[config.mk]
export PLATFORM = sky130hd
export DESIGN_NAME = ddr3_cmd_arbiter_flat
export DESIGN_NICKNAME = d
export VERILOG_FILES = /design/src/rtl/ddr3_arb_pkg.sv /design/src/rtl/ddr3_cmd_arbiter_if.sv /design/src/rtl/ddr3_arb_tag_fifo.sv /design/src/rtl/ddr3_cmd_arbiter.sv /design/src/flat_wrapper.sv
export SDC_FILE = /design/constraint.sdc
export NUM_CORES = 1
export LEC_CHECK = 0
export ABC_AREA = 0
export CAP_MARGIN = 30
export CORE_ASPECT_RATIO = 1.2
export CORE_MARGIN = 5
export CORE_UTILIZATION = 64
export DETAILED_ROUTE_END_ITERATION = 8
export DONT_BUFFER_PORTS = 1
export MAX_ROUTING_LAYER = met4
export PLACE_DENSITY = 0.8
export SLEW_MARGIN = 20
export SYNTH_ARGS = -nofsm -noshare
export SYNTH_HDL_FRONTEND = slang
export SYNTH_HIERARCHICAL = 1
export SYNTH_SLANG_ARGS = --single-unit
[constraint.sdc]
create_clock -name CLK -period 5.8 [get_ports CLK]
set_input_delay 0.87 -clock CLK [delete_from_list [all_inputs] [get_ports CLK]]
set_output_delay 0.87 -clock CLK [all_outputs]
set_load 0.1 [all_outputs]
[src/rtl/ddr3_arb_pkg.sv]
// Shared types for the DDR3 command arbiter: requester ID and latched command.
// Latency: n/a (types and configuration only).
// Backpressure: n/a.
package ddr3_arb_pkg;

    localparam int ARB_PORTS     = 4;
    localparam int ARB_ADDR_W    = 32;
    localparam int ARB_DATA_W    = 32;
    localparam int ARB_TAG_DEPTH = 16;
    localparam int ARB_ID_W      = $clog2(ARB_PORTS);

    typedef logic [ARB_ID_W-1:0] port_id_t;

    typedef struct packed {
        logic                    write_ena;
        logic [ARB_ADDR_W-1:0]   addr;
        logic [ARB_DATA_W-1:0]   write_data;
        logic [ARB_DATA_W/8-1:0] write_mask;
    } cmd_t;

endpackage

[src/rtl/ddr3_cmd_arbiter_if.sv]
// Requester-side and controller-side command signals of the DDR3 arbiter.
// Latency: n/a (wiring only).
// Backpressure: P_CMD_busy per requester, DDR_CMD_busy from the controller.
interface ddr3_cmd_arbiter_if #(
    parameter int PORTS  = 4,
    parameter int ADDR_W = 32,
    parameter int DATA_W = 32
);
    logic [PORTS-1:0]                 P_CMD_ena;
    logic [PORTS-1:0]                 P_CMD_write_ena;
    logic [PORTS-1:0][ADDR_W-1:0]     P_CMD_addr;
    logic [PORTS-1:0][DATA_W-1:0]     P_CMD_write_data;
    logic [PORTS-1:0][DATA_W/8-1:0]   P_CMD_write_mask;
    logic [PORTS-1:0]                 P_CMD_busy;
    logic [PORTS-1:0]                 P_CMD_read_ready;
    logic [DATA_W-1:0]                P_CMD_read_data;

    logic                             DDR_CMD_busy;
    logic                             DDR_CMD_read_ready;
    logic [DATA_W-1:0]                DDR_CMD_read_data;
    logic                             DDR_CMD_ena;
    logic                             DDR_CMD_write_ena;
    logic [ADDR_W-1:0]                DDR_CMD_addr;
    logic [DATA_W-1:0]                DDR_CMD_write_data;
    logic [DATA_W/8-1:0]              DDR_CMD_write_mask;

    logic                             ERR_orphan;

    modport slave (
        input  P_CMD_ena, P_CMD_write_ena, P_CMD_addr, P_CMD_write_data, P_CMD_write_mask,
        input  DDR_CMD_busy, DDR_CMD_read_ready, DDR_CMD_read_data,
        output P_CMD_busy, P_CMD_read_ready, P_CMD_read_data,
        output DDR_CMD_ena, DDR_CMD_write_ena, DDR_CMD_addr, DDR_CMD_write_data, DDR_CMD_write_mask,
        output ERR_orphan
    );

    modport master (
        output P_CMD_ena, P_CMD_write_ena, P_CMD_addr, P_CMD_write_data, P_CMD_write_mask,
        output DDR_CMD_busy, DDR_CMD_read_ready, DDR_CMD_read_data,
        input  P_CMD_busy, P_CMD_read_ready, P_CMD_read_data,
        input  DDR_CMD_ena, DDR_CMD_write_ena, DDR_CMD_addr, DDR_CMD_write_data, DDR_CMD_write_mask,
        input  ERR_orphan
    );

endinterface

[src/rtl/ddr3_arb_tag_fifo.sv]
// Synchronous FIFO holding the requester ID of each outstanding read.
// Latency: push visible at head one cycle later; head is read combinationally.
// Backpressure: push while full is accepted only together with a pop; pop while empty is ignored.
module ddr3_arb_tag_fifo #(
    parameter int W     = 2,
    parameter int DEPTH = 16
) (
    input  logic                    core_clk,
    input  logic                    arst_n,
    input  logic                    push_vld,
    input  logic [W-1:0]            push_dat,
    input  logic                    pop_vld,
    output logic [W-1:0]            head_dat,
    output logic                    full,
    output logic                    empty,
    output logic [$clog2(DEPTH):0]  count
);
    localparam int AW = $clog2(DEPTH);
    localparam logic [AW:0] FULL_CNT = (AW+1)'(DEPTH);

    logic [W-1:0]  mem_q [DEPTH];
    logic [W-1:0]  mem_d [DEPTH];
    logic [AW-1:0] wr_ptr_q, wr_ptr_d;
    logic [AW-1:0] rd_ptr_q, rd_ptr_d;
    logic [AW:0]   count_q, count_d;
    logic          do_push, do_pop;

    always_comb begin
        empty    = (count_q == '0);
        full     = (count_q == FULL_CNT);
        do_pop   = pop_vld & ~empty;
        // A full FIFO still takes a push when the head leaves in the same cycle.
        do_push  = push_vld & (~full | do_pop);
        mem_d    = mem_q;
        wr_ptr_d = wr_ptr_q;
        rd_ptr_d = rd_ptr_q;
        count_d  = count_q;
        if (do_push) begin
            mem_d[wr_ptr_q] = push_dat;
            wr_ptr_d        = wr_ptr_q + 1'b1;
        end
        if (do_pop) begin
            rd_ptr_d = rd_ptr_q + 1'b1;
        end
        case ({do_push, do_pop})
            2'b10:   count_d = count_q + 1'b1;
            2'b01:   count_d = count_q - 1'b1;
            default: count_d = count_q;
        endcase
    end

    always_ff @(posedge core_clk or negedge arst_n) begin
        if (!arst_n) begin
            for (int i = 0; i < DEPTH; i++) mem_q[i] <= '0;
            wr_ptr_q <= '0;
            rd_ptr_q <= '0;
            count_q  <= '0;
        end else begin
            mem_q    <= mem_d;
            wr_ptr_q <= wr_ptr_d;
            rd_ptr_q <= rd_ptr_d;
            count_q  <= count_d;
        end
    end

    assign head_dat = mem_q[rd_ptr_q];
    assign count    = count_q;

endmodule

[src/rtl/ddr3_cmd_arbiter.sv]
// Round-robin share of the DDR3 controller command port among PORTS requesters.
// Latency: accept to DDR_CMD_ena 2 cycles; read return to requester 1 cycle; at most one issue per 2 cycles.
// Backpressure: a port is busy while its command is latched or the read-tag FIFO is full.
module ddr3_cmd_arbiter
    import ddr3_arb_pkg::*;
#(
    parameter int PORTS     = ARB_PORTS,
    parameter int ADDR_W    = ARB_ADDR_W,
    parameter int DATA_W    = ARB_DATA_W,
    parameter int TAG_DEPTH = ARB_TAG_DEPTH
) (
    input  logic              CLK,
    input  logic              RST_N,
    ddr3_cmd_arbiter_if.slave bus
);
    localparam int TCW = $clog2(TAG_DEPTH) + 1;
    localparam logic [TCW-1:0] TAG_FULL_CNT = TCW'(TAG_DEPTH);

    logic [PORTS-1:0]  pend_valid_q, pend_valid_d;
    cmd_t              pend_cmd_q [PORTS];
    cmd_t              pend_cmd_d [PORTS];
    port_id_t          last_grant_q, last_grant_d;
    logic              ddr_ena_q, ddr_ena_d;
    cmd_t              ddr_cmd_q, ddr_cmd_d;
    logic [PORTS-1:0]  rd_rdy_q, rd_rdy_d;
    logic [DATA_W-1:0] rd_data_q, rd_data_d;
    logic              orphan_q, orphan_d;

    logic              tag_push, tag_full, tag_empty, tag_room;
    port_id_t          tag_head;
    logic [TCW-1:0]    tag_count;
    logic [PORTS-1:0]  p_busy, eligible;
    logic              pick_found, grant;
    port_id_t          winner;

    // First eligible port strictly after 'last' in cyclic order, as {found, id}.
    function automatic logic [ARB_ID_W:0] rr_pick(input logic [PORTS-1:0] elig, input port_id_t last);
        logic [ARB_ID_W:0] res;
        int                idx;
        res = '0;
        for (int k = PORTS; k >= 1; k--) begin
            idx = (int'(last) + k) % PORTS;
            if (elig[idx]) res = {1'b1, port_id_t'(idx)};
        end
        return res;
    endfunction

    always_comb begin
        tag_room = (tag_count != TAG_FULL_CNT);
        p_busy   = pend_valid_q | {PORTS{tag_full}};
        for (int i = 0; i < PORTS; i++) begin
            eligible[i] = pend_valid_q[i] & (pend_cmd_q[i].write_ena | tag_room);
        end
        {pick_found, winner} = rr_pick(eligible, last_grant_q);
        // ddr_ena_q marks the cycle after a grant, which is always left idle.
        grant    = pick_found & ~bus.DDR_CMD_busy & ~ddr_ena_q;
        tag_push = grant & ~pend_cmd_q[winner].write_ena;
    end

    always_comb begin
        pend_valid_d = pend_valid_q;
        pend_cmd_d   = pend_cmd_q;
        last_grant_d = last_grant_q;
        ddr_ena_d    = grant;
        ddr_cmd_d    = ddr_cmd_q;
        rd_rdy_d     = '0;
        rd_data_d    = rd_data_q;
        orphan_d     = orphan_q;
        if (grant) begin
            pend_valid_d[winner] = 1'b0;
            last_grant_d         = winner;
            ddr_cmd_d            = pend_cmd_q[winner];
        end
        for (int i = 0; i < PORTS; i++) begin
            if (bus.P_CMD_ena[i] && !p_busy[i]) begin
                pend_valid_d[i] = 1'b1;
                pend_cmd_d[i]   = '{write_ena:  bus.P_CMD_write_ena[i],
                                    addr:       bus.P_CMD_addr[i],
                                    write_data: bus.P_CMD_write_data[i],
                                    write_mask: bus.P_CMD_write_mask[i]};
            end
        end
        if (bus.DDR_CMD_read_ready) begin
            if (tag_empty) begin
                orphan_d = 1'b1;
            end else begin
                rd_rdy_d[tag_head] = 1'b1;
                rd_data_d          = bus.DDR_CMD_read_data;
            end
        end
    end

    always_ff @(posedge CLK or negedge RST_N) begin
        if (!RST_N) begin
            pend_valid_q <= '0;
            for (int i = 0; i < PORTS; i++) pend_cmd_q[i] <= '0;
            last_grant_q <= port_id_t'(PORTS - 1);
            ddr_ena_q    <= 1'b0;
            ddr_cmd_q    <= '0;
            rd_rdy_q     <= '0;
            rd_data_q    <= '0;
            orphan_q     <= 1'b0;
        end else begin
            pend_valid_q <= pend_valid_d;
            pend_cmd_q   <= pend_cmd_d;
            last_grant_q <= last_grant_d;
            ddr_ena_q    <= ddr_ena_d;
            ddr_cmd_q    <= ddr_cmd_d;
            rd_rdy_q     <= rd_rdy_d;
            rd_data_q    <= rd_data_d;
            orphan_q     <= orphan_d;
        end
    end

    ddr3_arb_tag_fifo #(
        .W     (ARB_ID_W),
        .DEPTH (TAG_DEPTH)
    ) u_tag_fifo (
        .core_clk (CLK),
        .arst_n   (RST_N),
        .push_vld (tag_push),
        .push_dat (winner),
        .pop_vld  (bus.DDR_CMD_read_ready),
        .head_dat (tag_head),
        .full     (tag_full),
        .empty    (tag_empty),
        .count    (tag_count)
    );

    assign bus.P_CMD_busy         = p_busy;
    assign bus.P_CMD_read_ready   = rd_rdy_q;
    assign bus.P_CMD_read_data    = rd_data_q;
    assign bus.DDR_CMD_ena        = ddr_ena_q;
    assign bus.DDR_CMD_write_ena  = ddr_cmd_q.write_ena;
    assign bus.DDR_CMD_addr       = ddr_cmd_q.addr;
    assign bus.DDR_CMD_write_data = ddr_cmd_q.write_data;
    assign bus.DDR_CMD_write_mask = ddr_cmd_q.write_mask;
    assign bus.ERR_orphan         = orphan_q;

endmodule

[src/flat_wrapper.sv]
// flat-port wrapper written by rule: the top's interface ports become plain ports
module ddr3_cmd_arbiter_flat import ddr3_arb_pkg::*;
#(
    parameter int PORTS     = ARB_PORTS,
    parameter int ADDR_W    = ARB_ADDR_W,
    parameter int DATA_W    = ARB_DATA_W,
    parameter int TAG_DEPTH = ARB_TAG_DEPTH
)
  (CLK, RST_N, bus_P_CMD_ena, bus_P_CMD_write_ena, bus_P_CMD_addr, bus_P_CMD_write_data, bus_P_CMD_write_mask, bus_DDR_CMD_busy, bus_DDR_CMD_read_ready, bus_DDR_CMD_read_data, bus_P_CMD_busy, bus_P_CMD_read_ready, bus_P_CMD_read_data, bus_DDR_CMD_ena, bus_DDR_CMD_write_ena, bus_DDR_CMD_addr, bus_DDR_CMD_write_data, bus_DDR_CMD_write_mask, bus_ERR_orphan);
  ddr3_cmd_arbiter_if #(.PORTS(PORTS), .ADDR_W(ADDR_W), .DATA_W(DATA_W)) bus_i ();
  input  logic CLK;
  input  logic RST_N;
  input wire logic [$bits(bus_i.P_CMD_ena)-1:0] bus_P_CMD_ena;
  input wire logic [$bits(bus_i.P_CMD_write_ena)-1:0] bus_P_CMD_write_ena;
  input wire logic [$bits(bus_i.P_CMD_addr)-1:0] bus_P_CMD_addr;
  input wire logic [$bits(bus_i.P_CMD_write_data)-1:0] bus_P_CMD_write_data;
  input wire logic [$bits(bus_i.P_CMD_write_mask)-1:0] bus_P_CMD_write_mask;
  input wire logic [$bits(bus_i.DDR_CMD_busy)-1:0] bus_DDR_CMD_busy;
  input wire logic [$bits(bus_i.DDR_CMD_read_ready)-1:0] bus_DDR_CMD_read_ready;
  input wire logic [$bits(bus_i.DDR_CMD_read_data)-1:0] bus_DDR_CMD_read_data;
  output wire logic [$bits(bus_i.P_CMD_busy)-1:0] bus_P_CMD_busy;
  output wire logic [$bits(bus_i.P_CMD_read_ready)-1:0] bus_P_CMD_read_ready;
  output wire logic [$bits(bus_i.P_CMD_read_data)-1:0] bus_P_CMD_read_data;
  output wire logic [$bits(bus_i.DDR_CMD_ena)-1:0] bus_DDR_CMD_ena;
  output wire logic [$bits(bus_i.DDR_CMD_write_ena)-1:0] bus_DDR_CMD_write_ena;
  output wire logic [$bits(bus_i.DDR_CMD_addr)-1:0] bus_DDR_CMD_addr;
  output wire logic [$bits(bus_i.DDR_CMD_write_data)-1:0] bus_DDR_CMD_write_data;
  output wire logic [$bits(bus_i.DDR_CMD_write_mask)-1:0] bus_DDR_CMD_write_mask;
  output wire logic [$bits(bus_i.ERR_orphan)-1:0] bus_ERR_orphan;
  assign bus_i.P_CMD_ena = bus_P_CMD_ena;
  assign bus_i.P_CMD_write_ena = bus_P_CMD_write_ena;
  assign bus_i.P_CMD_addr = bus_P_CMD_addr;
  assign bus_i.P_CMD_write_data = bus_P_CMD_write_data;
  assign bus_i.P_CMD_write_mask = bus_P_CMD_write_mask;
  assign bus_i.DDR_CMD_busy = bus_DDR_CMD_busy;
  assign bus_i.DDR_CMD_read_ready = bus_DDR_CMD_read_ready;
  assign bus_i.DDR_CMD_read_data = bus_DDR_CMD_read_data;
  assign bus_P_CMD_busy = bus_i.P_CMD_busy;
  assign bus_P_CMD_read_ready = bus_i.P_CMD_read_ready;
  assign bus_P_CMD_read_data = bus_i.P_CMD_read_data;
  assign bus_DDR_CMD_ena = bus_i.DDR_CMD_ena;
  assign bus_DDR_CMD_write_ena = bus_i.DDR_CMD_write_ena;
  assign bus_DDR_CMD_addr = bus_i.DDR_CMD_addr;
  assign bus_DDR_CMD_write_data = bus_i.DDR_CMD_write_data;
  assign bus_DDR_CMD_write_mask = bus_i.DDR_CMD_write_mask;
  assign bus_ERR_orphan = bus_i.ERR_orphan;
  ddr3_cmd_arbiter #(.PORTS(PORTS), .ADDR_W(ADDR_W), .DATA_W(DATA_W), .TAG_DEPTH(TAG_DEPTH)) u_core (.CLK(CLK), .RST_N(RST_N), .bus(bus_i));
endmodule
==> results of run 1 <==
metal layers:
| layer | vias to the layer above | GRT usage, % |
|---|---|---|
| met3 | 93 | 8.65 |
| met1 | 5996 | 33.8 |
| met4 | 0 | 11.2 |
| met2 | 434 | 47.5 |
| met5 | - | - |
| li1 | 5074 | - |
path summary, 6_finish.rpt:
| kind | end | from |
|---|---|---|
| min in group CLK | u_core/bus.ERR_orphan$_DFFE_PN0P_ | bus_DDR_CMD_read_ready |
| min | u_core/bus.P_CMD_read_data[31]$_DFFE_PN0P_ | RST_N |
| max | u_core/u_tag_fifo/count[4]$_DFFE_PN0P_ | u_core/u_tag_fifo/count[1]$_DFFE_PN0P_ |
| max reg2reg | u_core/u_tag_fifo/count[4]$_DFFE_PN0P_ | u_core/u_tag_fifo/count[1]$_DFFE_PN0P_ |
| max in group asynchronous | u_core/pend_cmd_q[269]$_DFFE_PN0P_ | RST_N |
| min reg2reg | u_core/pend_cmd_q[109]$_DFFE_PN0P_ | u_core/pend_cmd_q[109]$_DFFE_PN0P_ |
kinds of logic after synthesis:
family | count (synthesis) | share of synthesized area, %
AND/OR/NAND/NOR | 143 | 3.52
XOR/XNOR | 9 | 0.405
AO/OA/AOI/OAI | 247 | 12.3
flip-flops | 434 | 55.8
adder cells (fa/ha/maj) | 10 | 0.682
multiplexers | 423 | 24.5
buffers and inverters | 115 | 2.74
through the flow:
stage / area, um2 / hold slack, ns
finish: 21300 / 0.0219
global route: 21300 / 0.00334
CTS: 21200 / 0.00265
detailed placement: 19900 / 0.489
global placement: 19700 / 0.479
floorplan: 19500 / 0.464
sequential cells by signal (all words and copies together), names as in the netlist, 2 cells and up:
signal / count
u_core/bus.P_CMD_read_ready: 4
u_core/pend_cmd_q: 276
u_core/u_tag_fifo/mem_q: 32
u_core/bus.DDR_CMD_write_data: 32
u_core/u_tag_fifo/count: 5
u_core/last_grant_q: 2
u_core/bus.DDR_CMD_write_mask: 4
u_core/u_tag_fifo/wr_ptr_q: 4
u_core/pend_valid_q: 4
u_core/u_tag_fifo/rd_ptr_q: 4
u_core/bus.P_CMD_read_data: 32
u_core/bus.DDR_CMD_addr: 32
area by class of cell:
class | instances | area (um2)
sequential | 434 | 10900
antenna | 41 | 103
fill | 2028 | 8910
inverter | 13 | 51.3
timing repair buffer | 22 | 292
clock buffer | 68 | 1310
tap | 396 | 495
clock inverter | 6 | 38.8
multi-input combinational | 832 | 8160
cells in the final DEF (no fill, tap or decap), types with 3 or more instances in the layout:
cell         n
or2_2        5
a211oi_1    10
xor2_1       4
xnor2_1      5
dfrtp_1    432
clkinv_2     4
mux2i_1     72
o21a_1       3
a211oi_2    60
buf_12       4
buf_16       4
nand2b_1     5
inv_1       12
mux4_2       8
nor2b_1      6
a21oi_1      6
a221oi_2    27
nor3_1      10
o21ai_0     10
a21o_1       5
clkbuf_16   45
nor2_4       4
nor4_1       3
ha_1         9
nand2_1     13
a21boi_0    69
nor2_1      78
mux2_2     343
diode_2     41
clkbuf_8    10
a221oi_1    42
buf_4       13
clkbuf_1    13
critical path, stage by stage (launching register included):
cell      delay [ns]
dfrtp_1         0.44
or4_4           0.60
o21ai_1         0.35
a21boi_1        0.15
o211a_4         0.26
inv_4           0.26
mux2i_1         0.15
a22o_1          0.34
nand2b_1        0.18
ha_1            0.35
inv_1           0.12
fa_1            0.41
nor2b_1         0.13
o21a_1          0.17
mux2_2          0.34
o311ai_0        0.30
==> impl_metrics.env, run 1 <==
export IMPL_place_inst=1697
export IMPL_cts_repair_resized=0
export IMPL_post_cts_setup_buffer_count=0
export IMPL_drv_cap=0
export IMPL_hp_class="in -> async"
export IMPL_dr_pass1_iters=5
export IMPL_rr_worst_depth=15
export IMPL_finalCriticalPeriod_ns=4.67
export IMPL_netlist_area_um2=19500
export IMPL_status="completed"
export IMPL_worstMarginPinSlew_ns=1.09
export IMPL_syn_num_nets=1707
export IMPL_slew_viol_final=0
export IMPL_antenna_found_initial=37
export IMPL_layout_drive_gt1_share_pct=39.9
export IMPL_period_share_pct=80.6
export IMPL_cts_tree="built"
export IMPL_clock_sinks=434
export IMPL_cts_clk_slew_worst_paths_ns=0.06
export IMPL_r2r_slack_ns=1.13
export IMPL_die_w_um=169
export IMPL_synth_top_area_cell="dfrtp_1"
export IMPL_layout_nets=1672
export IMPL_yosysSeqAreaShare_pct=55.8
export IMPL_required_ns=6.23
export IMPL_finalWirelength_um=49200
export IMPL_gr_total_overflow=0
export IMPL_cts_root_buf="clkbuf_16"
export IMPL_place_gp_congestion=0.825
export IMPL_grt_pass1_wl_um=74500
export IMPL_utilization_pct=70.5
export IMPL_ant_nets=0
export IMPL_fmax_mhz=214
export IMPL_critPathLaunchType="flop"
export IMPL_coreArea_um2=30200
export IMPL_grt_use_total_pct=29.0
export IMPL_criticalPathCategory="reg -> reg"
export IMPL_fp_dieArea_um2=34000
export IMPL_grt_max_degree=435
export IMPL_placementRows=70
export IMPL_drt_iter0_markers=814
export IMPL_start_util_pct=64.4
export IMPL_ios=427
export IMPL_fin_ws_ns=1.13
export IMPL_synth_warnings=6
export IMPL_htree_levels=2
export IMPL_clk_latency_ns=0.55
export IMPL_die_h_um=201
export IMPL_synth_top_area_share_pct=55.6
export IMPL_fin_cells=1812
export IMPL_place_ws_ns=1.20
export IMPL_via_per_inst=6.40
export IMPL_cts_buffer_depth=3
export IMPL_area_growth_pct=9.54
export IMPL_setup_viol=0
export IMPL_dr_max_layer_used="met4"
export IMPL_wl_met2_um=25000
export IMPL_yosys_cell_types_count=55
export IMPL_rsz0062_at_grt="no"
export IMPL_dr_total_vias=11600
export IMPL_wl_met1_um=18600
export IMPL_endpoint_kind="flop"
export IMPL_fin_tns_setup_ns=0
export IMPL_synthFlopType="dfrtp_1"
export IMPL_yosys_top_cells_count="432 x dfrtp_1, 343 x mux2_2, 82 x nor2_1"
export IMPL_postCtsHoldBufs=0
export IMPL_synth_most_common_cell="dfrtp_1"
export IMPL_hold_viol=0
export IMPL_cts_made_buffers=43
export IMPL_synth_edff_count=0
export IMPL_routed_wl_met3_um=4010
export IMPL_ys_ff_latch=434
export IMPL_finClkSkew_ns=0.0146
export IMPL_io_buffer_count=0
export IMPL_arrival_ns=5.11
export IMPL_syn_avg_cell_area_um2=14.1
export IMPL_syn_inst=1381
export IMPL_grt_pass1_vias=12600
export IMPL_wl_per_cell_um=27.1
export IMPL_drc_errors=0
export IMPL_cp_max_fo=24
export IMPL_dp_hpwl_um=33100
export IMPL_async_flop_share_pct=100
export IMPL_ys_top_cells_by_area="dfrtp_1 56%, mux2_2 20%, a211oi_2 3.9%"
export IMPL_relSlewSlack_pct=27.4
Power of run 1 is not shown: default switching activity piles up to over one toggle a cycle in this logic, so the estimate is an artifact.
==> run 2, diff against run 1 <==
--- a/config.mk
+++ b/config.mk
@@ -9,11 +9,11 @@
 export CAP_MARGIN = 30
 export CORE_ASPECT_RATIO = 1.2
 export CORE_MARGIN = 5
-export CORE_UTILIZATION = 64
+export CORE_UTILIZATION = 58
 export DETAILED_ROUTE_END_ITERATION = 8
 export DONT_BUFFER_PORTS = 1
 export MAX_ROUTING_LAYER = met4
-export PLACE_DENSITY = 0.8
+export PLACE_DENSITY = 0.76
 export SLEW_MARGIN = 20
 export SYNTH_ARGS = -nofsm -noshare
 export SYNTH_HDL_FRONTEND = slang
==> constraint.sdc (replaced) <==
create_clock -name CLK -period 3.9 [get_ports CLK]
set_input_delay 0.585 -clock CLK [delete_from_list [all_inputs] [get_ports CLK]]
set_output_delay 0.585 -clock CLK [all_outputs]
set_load 0.1 [all_outputs]
==> run 2 against run 1 <==
Compared with the run above: the flow now finishes with violations (hold timing); clock skew fell by 0.0048 ns; cell count rose by 3.8%; count of clock-buffer cells in the layout fell by 9; via count rose by 1.0%; die area rose by 9.8%; non-clock buffer count rose by 25; flip-flop and latch count did not move; setup slack got worse by 0.98 ns; core utilization fell by 5.1 points.
==> impl_metrics.env, run 2 (synthesis results as in run 1) <==
export IMPL_status="complete, but fails checks"
export IMPL_violations="hold timing"
export IMPL_layout_nets=1698
export IMPL_drc_errors=0
export IMPL_critPathLaunchType="flop"
export IMPL_criticalPathCategory="reg -> reg"
export IMPL_place_gp_congestion=0.846
export IMPL_setup_viol=0
export IMPL_clk_latency_ns=0.55
export IMPL_area_growth_pct=11.4
export IMPL_largest_reg_flops=276
export IMPL_top_register="u_core/pend_cmd_q"
export IMPL_fin_tns_setup_ns=0
export IMPL_endpoint_kind="flop"
export IMPL_whs_ns=-0.251
export IMPL_via_per_inst=6.23
export IMPL_ff_latch_area_um2=10900
export IMPL_htree_levels=2
export IMPL_io_buffer_count=0
export IMPL_grt_pass1_wl_um=76100
export IMPL_grt_pass1_vias=12500
export IMPL_cts_clk_slew_worst_paths_ns=0.06
export IMPL_drv_cap=0
export IMPL_hold_viol=350
export IMPL_final_common_cell="dfrtp_1"
export IMPL_ios=427
export IMPL_period_share_pct=96.4
export IMPL_place_area_um2=20000
export IMPL_worstMarginPinSlew_ns=1.28
export IMPL_cts_tree="built"
export IMPL_grt_max_degree=435
export IMPL_final_cell_mix="431 x dfrtp_1, 343 x mux2_2, 78 x nor2_1"
export IMPL_dp_hpwl_um=33300
export IMPL_start_util_pct=58.7
export IMPL_cts_buffer_depth=3
export IMPL_drt_iter0_markers=707
export IMPL_hp_class="in -> async"
export IMPL_utilization_pct=65.4
export IMPL_wl_per_cell_um=26.7
export IMPL_relSlewSlack_pct=15.0
export IMPL_fmax_mhz=266
export IMPL_arrival_ns=4.20
export IMPL_cts_made_buffers=44
export IMPL_clock_sinks=434
export IMPL_required_ns=4.34
export IMPL_finalCriticalPeriod_ns=3.76
export IMPL_coreArea_um2=33200
export IMPL_multi_input_area_um2=8250
export IMPL_fin_area_um2=21700
export IMPL_cp_slowest_cell="or4_4"
export IMPL_worstPathCellList="or4_4 -> o21ai_2 -> a21boi_2 -> o211a_4 -> inv_4 -> mux2i_2 -> a22o_4 -> nand2b_4 -> ha_4 -> inv_1 -> fa_2 -> nor2b_1 -> o21a_1 -> mux2_2 -> o311ai_2"
export IMPL_layout_drive_gt1_share_pct=42.3
export IMPL_finalWirelength_um=50200
export IMPL_fp_dieArea_um2=37300
export IMPL_dr_total_vias=11700
export IMPL_finClkSkew_ns=0.00983
export IMPL_grt_use_total_pct=27.2
export IMPL_die_w_um=177
export IMPL_dr_pass1_iters=4
export IMPL_gr_total_overflow=0
export IMPL_die_h_um=211
export IMPL_cts_root_buf="clkbuf_16"
export IMPL_cp_max_fo=7
export IMPL_placementRows=73
export IMPL_max_stage_delay_ns=0.62
export IMPL_antenna_found_initial=28
export IMPL_ant_nets=0
export IMPL_slew_viol_final=0
export IMPL_fill_cells=2382
[run 2: metal layers]
layer  up-vias  part of all wire [%]  GRT usage, %
met3        92                   7.7          7.38
met4         0                   3.3          10.8
li1       5112                     -             -
met1      6079                    37          31.7
met5         -                     0             -
met2       430                    51          45.1
[run 2: critical path, delay by kind of cell (launching register included)]
kind / cells / cell delay (ns)
compound gates: 6 / 1.25
simple gates: 3 / 0.84
fa+ha+maj: 2 / 0.53
mux: 2 / 0.50
flops: 1 / 0.42
buf+inv: 2 / 0.12
[run 2: cell type report]
| class | instances | share of cell area [%] |
|---|---|---|
| diodes | 29 | 0.335 |
| clock buffers | 59 | 5.85 |
| clock inverters | 17 | 0.883 |
| inverters | 13 | 0.237 |
| multi-input cells | 832 | 38.0 |
| flip-flops and latches | 434 | 50.1 |
| well taps | 450 | 2.60 |
| repair buffers | 47 | 1.95 |
[run 2: repair_timing]
| action | 4_1_cts | 5_1_grt |
|---|---|---|
| setup endpoints to repair | 1 | 1 |
| pin swaps | 0 | 10 |
| buffers inserted | 0 | 6 |
| gates resized for setup | 1 | 12 |
| hold endpoints to repair | 434 | 432 |
[run 2: metrics by stage]
step	worst slack [ns]	hold WS [ns]	std cells
final	0.141	-0.251	1881
after CTS	0.00491	-0.269	1843
after global routing	-0.0439	-0.280	1880
after detailed placement	-0.0513	0.307	1767
after global placement	0.127	0.308	1765
after floorplan	0.0478	0.289	1381
[run 2: final timing paths]
kind | from | to | slack (ns) | depth (start not counted)
max reg2reg | u_core/u_tag_fifo/count[0]$_DFFE_PN0P_ | u_core/u_tag_fifo/count[4]$_DFFE_PN0P_ | 0.14 | 15
min in group CLK | bus_DDR_CMD_read_ready | u_core/bus.ERR_orphan$_DFFE_PN0P_ | 0.17 | 1
min | RST_N | u_core/bus.P_CMD_read_data[7]$_DFFE_PN0P_ | -0.25 | 0
min reg2reg | u_core/pend_cmd_q[114]$_DFFE_PN0P_ | u_core/pend_cmd_q[114]$_DFFE_PN0P_ | 0.50 | 1
max in group asynchronous | RST_N | u_core/pend_cmd_q[266]$_DFFE_PN0P_ | 3.13 | 0
max | u_core/u_tag_fifo/count[0]$_DFFE_PN0P_ | u_core/u_tag_fifo/count[4]$_DFFE_PN0P_ | 0.14 | 15
Power of run 2 is left out for the same reason.
==> run 3, diff against run 2 <==
--- a/config.mk
+++ b/config.mk
@@ -9,11 +9,11 @@
 export CAP_MARGIN = 30
 export CORE_ASPECT_RATIO = 1.2
 export CORE_MARGIN = 5
-export CORE_UTILIZATION = 58
+export CORE_UTILIZATION = 64
 export DETAILED_ROUTE_END_ITERATION = 8
 export DONT_BUFFER_PORTS = 1
 export MAX_ROUTING_LAYER = met4
-export PLACE_DENSITY = 0.76
+export PLACE_DENSITY_LB_ADDON = 0.15
 export SLEW_MARGIN = 20
 export SYNTH_ARGS = -nofsm -noshare
 export SYNTH_HDL_FRONTEND = slang
==> constraint.sdc (replaced) <==
create_clock -name CLK -period 4.3 [get_ports CLK]
set_input_delay 0.645 -clock CLK [delete_from_list [all_inputs] [get_ports CLK]]
set_output_delay 0.645 -clock CLK [all_outputs]
set_load 0.1 [all_outputs]
==> run 3 against run 2 <==
Compared with the run above: the run still ends with hold timing left; register-to-register slack improved by 0.05 ns; critical path depth did not move; design area fell by 0.65%; clock skew rose by 0.0081 ns; via count fell by 0.55%; core utilization rose by 5.9 points; worst hold slack improved by 0.051 ns; cell count fell by 3.3%; count of clock-buffer cells in the layout fell by 1; die area fell by 8.9%; critical endpoint unchanged.
==> impl_metrics.env, run 3 (synthesis results as in run 1) <==
export IMPL_status="complete, but fails checks"
export IMPL_violations="hold timing"
export IMPL_cts_tree="built"
export IMPL_top_register="u_core/pend_cmd_q"
export IMPL_wl_per_cell_um=27.3
export IMPL_required_ns=4.75
export IMPL_finalCriticalPeriod_ns=4.11
export IMPL_placementRows=70
export IMPL_hold_viol=432
export IMPL_place_inst=1707
export IMPL_fin_cells=1818
export IMPL_path_depth=15
export IMPL_gr_total_overflow=0
export IMPL_finalWirelength_um=49700
export IMPL_layout_drive_gt1_share_pct=40.9
export IMPL_cts_clk_slew_worst_paths_ns=0.06
export IMPL_area_growth_pct=10.7
export IMPL_criticalPathCategory="reg -> reg"
export IMPL_drv_cap=0
export IMPL_cts_buffer_depth=3
export IMPL_max_stage_delay_ns=0.62
export IMPL_whs_ns=-0.199
export IMPL_r2r_start="u_core/u_tag_fifo/count[1]$_DFFE_PN0P_"
export IMPL_fp_dieArea_um2=34000
export IMPL_path_buf_inv=2
export IMPL_dp_hpwl_um=33100
export IMPL_via_per_inst=6.41
export IMPL_worstMarginPinSlew_ns=1.02
export IMPL_dr_pass1_iters=4
export IMPL_coreArea_um2=30200
export IMPL_utilization_pct=71.3
export IMPL_io_buffer_count=0
export IMPL_clk_latency_ns=0.55
export IMPL_cts_made_buffers=44
export IMPL_worstPathCellList="or4_4 -> o21ai_4 -> a41oi_1 -> o211a_4 -> inv_4 -> mux2i_1 -> a22o_1 -> nand2b_1 -> ha_4 -> inv_1 -> fa_1 -> nor2b_1 -> o21a_1 -> mux2_2 -> o311ai_1"
export IMPL_largest_reg_flops=276
export IMPL_grt_use_total_pct=29.5
export IMPL_cp_max_fo=8
export IMPL_htree_levels=2
export IMPL_place_gp_congestion=0.847
export IMPL_cts_root_buf="clkbuf_16"
export IMPL_final_cell_mix="432 x dfrtp_1, 343 x mux2_2, 78 x nor2_1"
export IMPL_ant_nets=0
export IMPL_setup_viol=0
export IMPL_regToRegEndpoint="u_core/u_tag_fifo/count[4]$_DFFE_PN0P_"
export IMPL_antenna_found_initial=33
export IMPL_endpoint_kind="flop"
export IMPL_die_h_um=201
export IMPL_drt_iter0_markers=719
export IMPL_critPathLaunchType="flop"
export IMPL_layout_nets=1683
export IMPL_crit_start="u_core/u_tag_fifo/count[1]$_DFFE_PN0P_"
export IMPL_place_ws_ns=0.0743
export IMPL_die_w_um=169
export IMPL_start_util_pct=64.4
export IMPL_relSlewSlack_pct=32.3
export IMPL_period_share_pct=95.5
export IMPL_critPathTopFamily="compound AO/OA/AOI/OAI gates"
export IMPL_ios=427
export IMPL_clock_sinks=434
export IMPL_finClkSkew_ns=0.0180
export IMPL_grt_pass1_vias=12500
export IMPL_slew_viol_final=0
export IMPL_grt_max_degree=435
export IMPL_r2r_slack_ns=0.19
export IMPL_drc_errors=0
export IMPL_final_common_cell="dfrtp_1"
export IMPL_grt_pass1_wl_um=75300
export IMPL_hp_class="in -> async"
export IMPL_crit_path_end="u_core/u_tag_fifo/count[4]$_DFFE_PN0P_"
export IMPL_dr_total_vias=11600
export IMPL_rr_worst_depth=15
export IMPL_cp_slowest_cell="or4_4"
export IMPL_arrival_ns=4.55
export IMPL_fin_ws_ns=0.195
export IMPL_fmax_mhz=244
## run 3: worst reg2reg max path, cell delays in order, from the launching register on
cell and delay [ns]:
dfrtp_1 0.46, or4_4 0.62, o21ai_4 0.24, a41oi_1 0.21, o211a_4 0.21, inv_4 0.07
mux2i_1 0.10, a22o_1 0.26, nand2b_1 0.19, ha_4 0.22, inv_1 0.08, fa_1 0.40
nor2b_1 0.15, o21a_1 0.17, mux2_2 0.34, o311ai_1 0.27
## run 3: worst min path at each step
| stage | to | slack (ns) | cells past startpoint |
|---|---|---|---|
| floorplan | u_core/bus.DDR_CMD_addr[0]$_DFFE_PN0P_ | 0.35 | 0 |
| global placement | u_core/bus.P_CMD_read_data[8]$_DFFE_PN0P_ | 0.37 | 0 |
| detailed placement | u_core/bus.P_CMD_read_data[8]$_DFFE_PN0P_ | 0.36 | 0 |
| CTS | u_core/bus.P_CMD_read_data[8]$_DFFE_PN0P_ | -0.21 | 0 |
| global route | u_core/u_tag_fifo/mem_q[24]$_DFFE_PN0P_ | -0.23 | 0 |
| finish | u_core/bus.P_CMD_read_data[8]$_DFFE_PN0P_ | -0.20 | 0 |
## run 3: area by class of cell
type	instances	area (um2)
clock buffers	58	1220
clock inverters	20	264
fillers	2050	8680
multi-input cells	832	8190
inverters	13	51.3
repair buffers	32	367
well taps	396	495
flip-flops and latches	434	10900
diodes	33	82.6
## run 3: through the flow
step	area (um2)	hold WS [ns]	setup TNS (ns)
after global placement	19800	0.369	0
after global routing	21500	-0.232	-0.00229
after CTS	21400	-0.215	0
final	21500	-0.199	0
after floorplan	19500	0.349	0
after detailed placement	19900	0.363	0
## run 3: routing by layer
layer | track usage, % | vias up | part of all wire, %
met5 | - | - | 0
met4 | 10.4 | 0 | 2.9
met3 | 9.47 | 74 | 9.1
met2 | 48.4 | 459 | 51
met1 | 34.3 | 6018 | 37
li1 | - | 5098 | -
## run 3: timing repair
item | CTS | global route
gates resized for setup | 0 | 7
buffers inserted | 0 | 0
hold endpoints to repair | 432 | 432
endpoints found under the setup margin | 0 | 1
Power of run 3 is left out for the same reason.
